===== config.mk =====
export PLATFORM = sky130hd
export DESIGN_NAME = keypad_entry
export DESIGN_NICKNAME = d
export VERILOG_FILES = /design/src/rtl/keypad_entry.sv
export SDC_FILE = /design/constraint.sdc
export NUM_CORES = 1
export LEC_CHECK = 0
export ABC_AREA = 1
export CAP_MARGIN = 20
export CORE_MARGIN = 2
export CORE_UTILIZATION = 55
export CTS_BUF_LIST = sky130_fd_sc_hd__clkbuf_4 sky130_fd_sc_hd__clkbuf_8
export CTS_CLUSTER_DIAMETER = 40
export DETAILED_ROUTE_END_ITERATION = 10
export DONT_BUFFER_PORTS = 1
export MAX_ROUTING_LAYER = met4
export PLACE_DENSITY = 0.73
export SETUP_SLACK_MARGIN = 0.02
export SYNTH_ARGS = -nofsm -noshare
export SYNTH_HDL_FRONTEND = slang
export SYNTH_SLANG_ARGS = --single-unit

===== constraint.sdc =====
create_clock -name clock -period 2.06 [get_ports clock]
set_clock_uncertainty 0.05 [all_clocks]
set_input_delay 0.618 -clock clock [delete_from_list [all_inputs] [get_ports clock]]
set_output_delay 0.618 -clock clock [all_outputs]
set_load 0.02 [all_outputs]

===== src/rtl/keypad_entry.sv =====
// keypad_entry: synchronises and debounces five push buttons, edits a 4-nibble hex code
// and hands the finished code to the lock FSM over a valid/ack handshake.
`default_nettype none

module keypad_entry #(
  parameter logic [15:0] DB_COUNT = 16'd50000
) (
  input  logic        clock,
  input  logic        reset,
  input  logic        btnU,
  input  logic        btnD,
  input  logic        btnL,
  input  logic        btnR,
  input  logic        btnC,
  input  logic        codeAck,
  output logic [15:0] value,
  output logic [3:0]  point,
  output logic [15:0] code,
  output logic        codeValid
);

  typedef enum logic [0:0] {
    EDIT = 1'b0,
    WAIT = 1'b1
  } state_t;

  localparam logic [15:0] DB_LAST = DB_COUNT - 16'd1;

  // Bit order sets action priority: C, U, D, L, R.
  logic [4:0] raw;
  logic [4:0] press;

  assign raw = {btnR, btnL, btnD, btnU, btnC};

  generate
    for (genvar i = 0; i < 5; i++) begin : g_btn
      logic        s1;
      logic        s2;
      logic        db;
      logic        db_d;
      logic [15:0] cnt;

      always_ff @(posedge clock) begin
        if (!reset) begin
          s1   <= 1'b0;
          s2   <= 1'b0;
          db   <= 1'b0;
          db_d <= 1'b0;
          cnt  <= 16'd0;
        end else begin
          s1   <= raw[i];
          s2   <= s1;
          db_d <= db;
          if (s2 != db) begin
            if (cnt == DB_LAST) begin
              db  <= s2;
              cnt <= 16'd0;
            end else begin
              cnt <= cnt + 16'd1;
            end
          end else begin
            cnt <= 16'd0;
          end
        end
      end

      assign press[i] = db & ~db_d;
    end
  endgenerate

  state_t      state, state_nx;
  logic [1:0]  cursor, cursor_nx;
  logic [15:0] value_nx;
  logic [15:0] code_nx;
  logic        valid_nx;
  logic [3:0]  nib_lsb;

  assign nib_lsb = {cursor, 2'b00};

  always_ff @(posedge clock) begin
    if (!reset) begin
      state     <= EDIT;
      cursor    <= 2'd0;
      value     <= 16'h0000;
      code      <= 16'h0000;
      codeValid <= 1'b0;
    end else begin
      state     <= state_nx;
      cursor    <= cursor_nx;
      value     <= value_nx;
      code      <= code_nx;
      codeValid <= valid_nx;
    end
  end

  always_comb begin
    state_nx  = state;
    cursor_nx = cursor;
    value_nx  = value;
    code_nx   = code;
    valid_nx  = codeValid;
    case (state)
      EDIT: begin
        if (press[0]) begin
          code_nx  = value;
          valid_nx = 1'b1;
          state_nx = WAIT;
        end else if (press[1]) begin
          value_nx[nib_lsb +: 4] = value[nib_lsb +: 4] + 4'd1;
        end else if (press[2]) begin
          value_nx[nib_lsb +: 4] = value[nib_lsb +: 4] - 4'd1;
        end else if (press[3]) begin
          cursor_nx = cursor + 2'd1;
        end else if (press[4]) begin
          cursor_nx = cursor - 2'd1;
        end
      end
      WAIT: begin
        // Presses here are deliberately dropped rather than queued.
        if (codeAck) begin
          valid_nx  = 1'b0;
          value_nx  = 16'h0000;
          cursor_nx = 2'd0;
          state_nx  = EDIT;
        end
      end
      default: state_nx = EDIT;
    endcase
  end

  assign point = (state == WAIT) ? 4'b1111 : ~(4'b0001 << cursor);

endmodule

`default_nettype wire


==> results of run 1 <==
[what timing repair did]
action	4_1_cts	5_1_grt
cloned	0	0
setup endpoints to repair	7	9
setup buffers	3	5
resized for setup	9	22
pin swaps	2	13
[layout make-up]
class                      count  area (um^2)
timing repair buffer          34        270.3
clock buffer                  22        284.0
multi-input combinational    535         2910
fill                         932         3904
clock inverter                 8        122.6
tap                          140        175.2
sequential                   136         2731
inverter                     117        442.9
[metrics by stage]
stage,instances,setup TNS (ns),cell area (um^2)
final,992,0,6937
after global routing,992,-0.04573,6937
after CTS,987,0,6827
after detailed placement,954,0,6376
after global placement,954,0,6376
after floorplan,805,0,6112
[final timing paths]
kind,endpoint,slack [ns]
worst max-delay path,point[2],0.08
worst min-delay path,g_btn[1].s1,0.23
worst max register to register,value[14],0.09
worst min register to register,g_btn[1].s2,0.37
[worst max-delay path: stages, from the launching register on]
cell,delay (ns)
dfxtp_4,0.39
inv_4,0.06
buf_8,0.13
ha_2,0.18
nand2_2,0.12
[kinds of logic after synthesis]
| logic type | after synthesis |
|---|---|
| adders and majority gates | 14 |
| AOI/OAI and AO/OA | 125 |
| and+or+nand+nor | 380 |
| xor gates and xnor gates | 16 |
| buffers and inverters | 134 |
| DFF | 136 |
[per-layer routing]
| metal | wire length (um) | up-vias | global-route usage |
|---|---|---|---|
| met4 | 213 | 0 | 0.07052 |
| met1 | 5856 | 2411 | 0.2772 |
| met2 | 6465 | 89 | 0.4061 |
| li1 | - | 2679 | - |
| met5 | 0 | - | - |
| met3 | 623 | 19 | 0.06580 |
[cells in the final DEF, fill, tap and decap left out, types with 3 or more instances in the layout]
master,instances
o21ai_2,5
xnor2_1,8
o21ai_0,32
ha_1,9
nand3_1,39
o21a_1,5
bufinv_16,3
dfxtp_1,133
nand2_2,12
nor3b_1,10
nor3_4,3
buf_4,31
nor4_1,15
a211oi_1,4
ha_2,4
clkinv_2,3
clkinvlp_4,3
nor3_2,5
xor2_1,8
inv_1,112
nor2_1,93
nand3_2,6
a21oi_1,66
inv_2,3
nor3_1,28
nand4_1,7
clkbuf_4,3
nor2_4,3
clkbuf_8,19
a31oi_1,4
nor2_2,13
or2_2,6
nand2_1,131
[where the power goes]
part           leakage, nW  internal, mW  switching [mW]
logic                 1.29        0.0145          0.0304
registers             1.10          2.64         0.00611
clock network        0.201          1.28           0.978
total                 2.59          3.94            1.01
[registers in the layout, indices dropped and copies added, names as in the netlist, 2 cells and up]
register	flops
g_btn.s2	5
cursor	2
g_btn.db	5
code	16
g_btn.cnt	80
value	16
g_btn.db_d	5
g_btn.s1	5
[synthesized netlist by cell type (2+ instances only)]
| cell | count |
|---|---|
| nand2_2 | 7 |
| nor2_2 | 12 |
| inv_1 | 112 |
| clkbuf_1 | 6 |
| buf_2 | 4 |
| o21ai_0 | 33 |
| inv_2 | 4 |
| nor3b_2 | 2 |
| a21oi_1 | 67 |
| o21a_1 | 5 |
| nor3_1 | 28 |
| buf_4 | 4 |
| a211oi_1 | 4 |
| buf_6 | 3 |
| nand3_2 | 5 |
| a31oi_1 | 4 |
| o211ai_1 | 2 |
| nand4_1 | 7 |
| ha_1 | 14 |
| nor3b_1 | 10 |
| nor2_4 | 2 |
| nor2_1 | 95 |
| nor3_2 | 5 |
| nor3_4 | 3 |
| o21bai_1 | 2 |
| nand3_1 | 40 |
| dfxtp_1 | 136 |
| xnor2_1 | 8 |
| xor2_1 | 8 |
| nor4_1 | 15 |
| nand2_1 | 137 |
| o21ai_2 | 4 |
| or2_2 | 7 |
==> impl_metrics.csv, run 1 <==
group,metric,value,unit
drt,via_per_inst,5.240,
drt,drtPass1Iterations,5,
power_and_ir_drop,ir_drop,589.1,uV
placed_design,gp_congestion,0.9616,
logic_synthesis,synthCells,805,
timing,fmax,503.8,MHz
drt,drc,0,
logic_synthesis,yosysTopAreaCell,"dfxtp_1",
global_routing,first_global_vias,4940,
global_routing,grt_first_pass_wirelength,22050,um
timing,hold_ws,0.2251,ns
logic_synthesis,synthArstFlopShare,0,
cts,cts_buffers,17,
layout,area_growth,13.49,%
logic_synthesis,synth_compound_area_frac,0.1130,
layout,fin_nets,863,
logic_synthesis,synthMuxAreaShare,0,
timing,min_period,1.985,ns
floorplan,ios,45,
drt,ant_nets,0,
drt,routed_wl,13160,um
global_routing,gr-total-overflow,0,
critical_path,crit_path_end_kind,"output port",
global_routing,grt_usage,0.2394,
floorplan,die_w,109.4,um
logic_synthesis,synth_area_leaders,"dfxtp_1 (45%), nand2_1 (8.4%), inv_1 (6.9%), nor2_1 (5.8%), a21oi_1 (5.5%)",
floorplan,die_h,109.4,um
layout,fin_util,0.6399,
logic_synthesis,ys_seq_area_frac,0.4454,
logic_synthesis,syn-num-nets,827,
critical_path,critical_path_arrival,1.32,ns
power_and_ir_drop,power,4.950,mW
logic_synthesis,ys.flop_type,"dfxtp_1",
cts,cts-root-buf,"clkbuf_8",
run_status,status,"finished, final reports clean",
logic_synthesis,synth_top_area_frac,0.4454,
logic_synthesis,synthXorXnorAreaFrac,0.02293,
logic_synthesis,ys_ff_latch,136,
drt,route.detailed.wl_per_inst,13.26,um
timing,report.final.slew_viol_count,0,
timing,slew_headroom,0.5335,
floorplan,die_area,11970,um^2
floorplan,start_util,0.5638,
layout,n_antenna_cell,0,
flow_run,cap_violations,0,
floorplan,core_area,10840,um^2
timing,setup_violations,0,
timing,setup_ws,0.07512,ns
placed_design,pre_cts_slack,0.01224,ns
logic_synthesis,yosys.area_share.simple,0.3005,
timing,fin_crit_sh,0.9635,
logic_synthesis,synth_top_family_by_area,"simple AND/OR/NAND/NOR gates",
critical_path,required,1.39,ns
logic_synthesis,synth_edf_count,0,
layout,final_layout_size_suffix_gt1_frac,0.1620,
drt,dr.first_iter.drc_count,272,
critical_path,timing_worst_setup_path_type,"register to output port",
logic_synthesis,post_synth_fa_ha_maj_area_fraction,0.02866,
power_and_ir_drop,p_per_area,713.7,nW/um^2
logic_synthesis,ys_types,43,
logic_synthesis,syn_area_per_cell,7.593,um^2
critical_path,r2r_start,"cursor[0]",
cts,postCtsHoldBufs,0,
drt,vias,5198,
hold_path,holdPathStages,2,
floorplan,rows,38,
critical_path,start_kind,"register",
timing,rsz0062_at_grt,"true",
critical_path,crit_path_start,"cursor[0]",
timing,worstMarginPinSlew,0.6977,ns
critical_path,reg2reg_depth,13,
cts,clock_sinks,136,
cts,cts.path.max_buffers,2,
logic_synthesis,synth_area,6112,um^2
cts,cts_tree,"built",
global_routing,grt_max_degree,39,
placed_design,post-dp-hpwl,9694,um
global_routing,antenna_found_initial,0,
power_and_ir_drop,power.leakage,2.594,nW
placed_design,port-buffer-count,0,
cts,h-tree-depth,4,
cts,clkTransAtPathRegs,0.08,ns
cts,insertion_delay,0.44,ns
hold_path,hold_class,"primary input to register",
critical_path,crit_fanout,7,
timing,hold_viol_final,0,
logic_synthesis,ys_warn_count,0,
hold_path,worstHoldStart,"btnU",
Note: power is estimated with default switching activity, not from simulation.
==> run 2: changes to the inputs <==
Settings changed: CORE_UTILIZATION 55 to 45, PLACE_DENSITY 0.73 to unset, SLEW_MARGIN set to 30.
==> impl_metrics.csv, run 2 (same netlist as run 1, synthesis figures left out) <==
group,metric,value,unit
cts,cts-root-buf,"clkbuf_8",
critical_path,critPathSlowestCell,"dfxtp_4",
floorplan,core_area,13240,um^2
timing,hold_ws,0.2255,ns
timing,rsz0062_at_grt,"true",
timing,setup_ws,0.06089,ns
cts,cts.path.max_buffers,2,
layout,largest_reg_flops,80,
drt,drc,0,
global_routing,grt_max_degree,39,
global_routing,gr-total-overflow,0,
cts,insertion_delay,0.44,ns
floorplan,ios,45,
layout,final_layout_size_suffix_gt1_frac,0.1608,
placed_design,pre_cts_slack,0.004481,ns
placed_design,post-dp-hpwl,9851,um
power_and_ir_drop,p_per_area,710.1,nW/um^2
run_status,status,"finished, final reports clean",
layout,final_cell_mix,"dfxtp_1 (134), nand2_1 (133), inv_1 (111)",
critical_path,crit_fanout,6,
cts,cts_tree,"built",
drt,drtPass1Iterations,7,
timing,fin_tns_setup,0,ns
critical_path,regToRegSetupSlack,0.10,ns
timing,fmax,500.2,MHz
layout,largest-register,"g_btn.cnt",
critical_path,crit_path_start,"cursor[1]",
cts,clkTransAtPathRegs,0.08,ns
critical_path,reg2reg_depth,13,
layout,final_common_cell,"dfxtp_1",
flow_run,cap_violations,0,
cts,h-tree-depth,4,
hold_path,worstHoldStart,"reset",
critical_path,critical_path_arrival,1.33,ns
layout,fillers,1287,
drt,vias,5138,
placed_design,port-buffer-count,0,
floorplan,die_w,120.5,um
layout,n_antenna_cell,0,
timing,worstMarginPinSlew,0.7082,ns
floorplan,die_h,120.5,um
critical_path,required,1.39,ns
timing,fin_crit_sh,0.9704,
timing,report.final.slew_viol_count,0,
critical_path,r2r-end,"value[6]",
drt,ant_nets,0,
cts,postCtsHoldBufs,0,
layout,register_area,2730,um^2
drt,dr.first_iter.drc_count,272,
power_and_ir_drop,ir_drop,365.5,uV
global_routing,grt_usage,0.1978,
drt,route.detailed.wl_per_inst,12.87,um
global_routing,first_global_vias,4823,
timing,slew_headroom,0.5264,
hold_path,holdPathEnd,"g_btn[2].s2",
critical_path,crit_path_end_kind,"output port",
timing,hold_viol_final,0,
floorplan,start_util,0.4615,
layout,fin_nets,861,
layout,multi_input_comb_area,2915,um^2
hold_path,hold_class,"primary input to register",
drt,routed_wl,13230,um
power_and_ir_drop,power.leakage,2.584,nW
placed_design,gp_congestion,0.9309,
timing,min_period,1.999,ns
hold_path,holdPathStages,2,
critical_path,cpPeakStageDelay,0.38,ns
floorplan,die_area,14530,um^2
critical_path,start_kind,"register",
layout,area_growth,14.06,%
cts,clock_sinks,136,
layout,top_regs,"g_btn.cnt (80), code (16), value (16)",
timing,setup_violations,0,
drt,via_per_inst,4.998,
global_routing,grt_first_pass_wirelength,22370,um
critical_path,timing_worst_setup_path_type,"register to output port",
critical_path,r2r_start,"cursor[0]",
critical_path,critical_path.cell_chain,"inv_1, buf_4, ha_2, nand2_4",
global_routing,antenna_found_initial,0,
cts,cts_buffers,17,
floorplan,rows,42,
-- run 2: timing repair --
action                                  in CTS  in global routing
cloned                                       0                  0
gates resized for setup                     11                 18
pin swaps                                    6                  6
buffers inserted                             1                  0
endpoints found under the setup margin       6                 12
-- run 2: power by group --
group          internal, mW  switching [mW]
combinational        0.0146          0.0305
clock                  1.20            1.06
sequential             2.64         0.00620
-- run 2: critical path, delay by kind of cell (launching register included) --
kind                       cells  cell delay, ns
DFF                            1            0.38
and+or+nand+nor                1            0.10
adders and majority gates      1            0.19
buffers and inverters          2            0.22
-- run 2: layer usage --
layer / up-vias / share of wire / global-route usage
met5: - / 0 / -
met2: 89 / 0.47 / 0.3118
met3: 23 / 0.047 / 0.05236
met1: 2355 / 0.47 / 0.2438
li1: 2671 / - / -
met4: 0 / 0.017 / 0.07485
-- run 2: cell type report --
class	instances	share of cell area
well taps	176	0.03159
flip-flops and latches	136	0.3916
inverters	117	0.06353
repair buffers	32	0.03607
clock inverters	15	0.02548
clock buffers	17	0.03356
multi-input cells	535	0.4182
-- run 2: through the flow --
stage | utilization | std cells | total power [mW] | area (um^2)
2_1_floorplan | - | 805 | 2.748 | 6112
3_3_place_gp | 0.4877 | 995 | 2.750 | 6459
3_5_place_dp | 0.4877 | 995 | 2.752 | 6459
4_1_cts | 0.5212 | 1028 | 5.023 | 6902
5_1_grt | 0.5265 | 1028 | 5.166 | 6972
6_report | 0.5265 | 1028 | 4.951 | 6972
-- run 2: worst max-delay path by stage --
stage	slack, ns	to
floorplan	0.09	value[14]
global placement	0.05	value[6]
detailed placement	0.004	value[6]
CTS	0.005	point[1]
global route	-0.009	value[6]
finish	0.06	point[1]
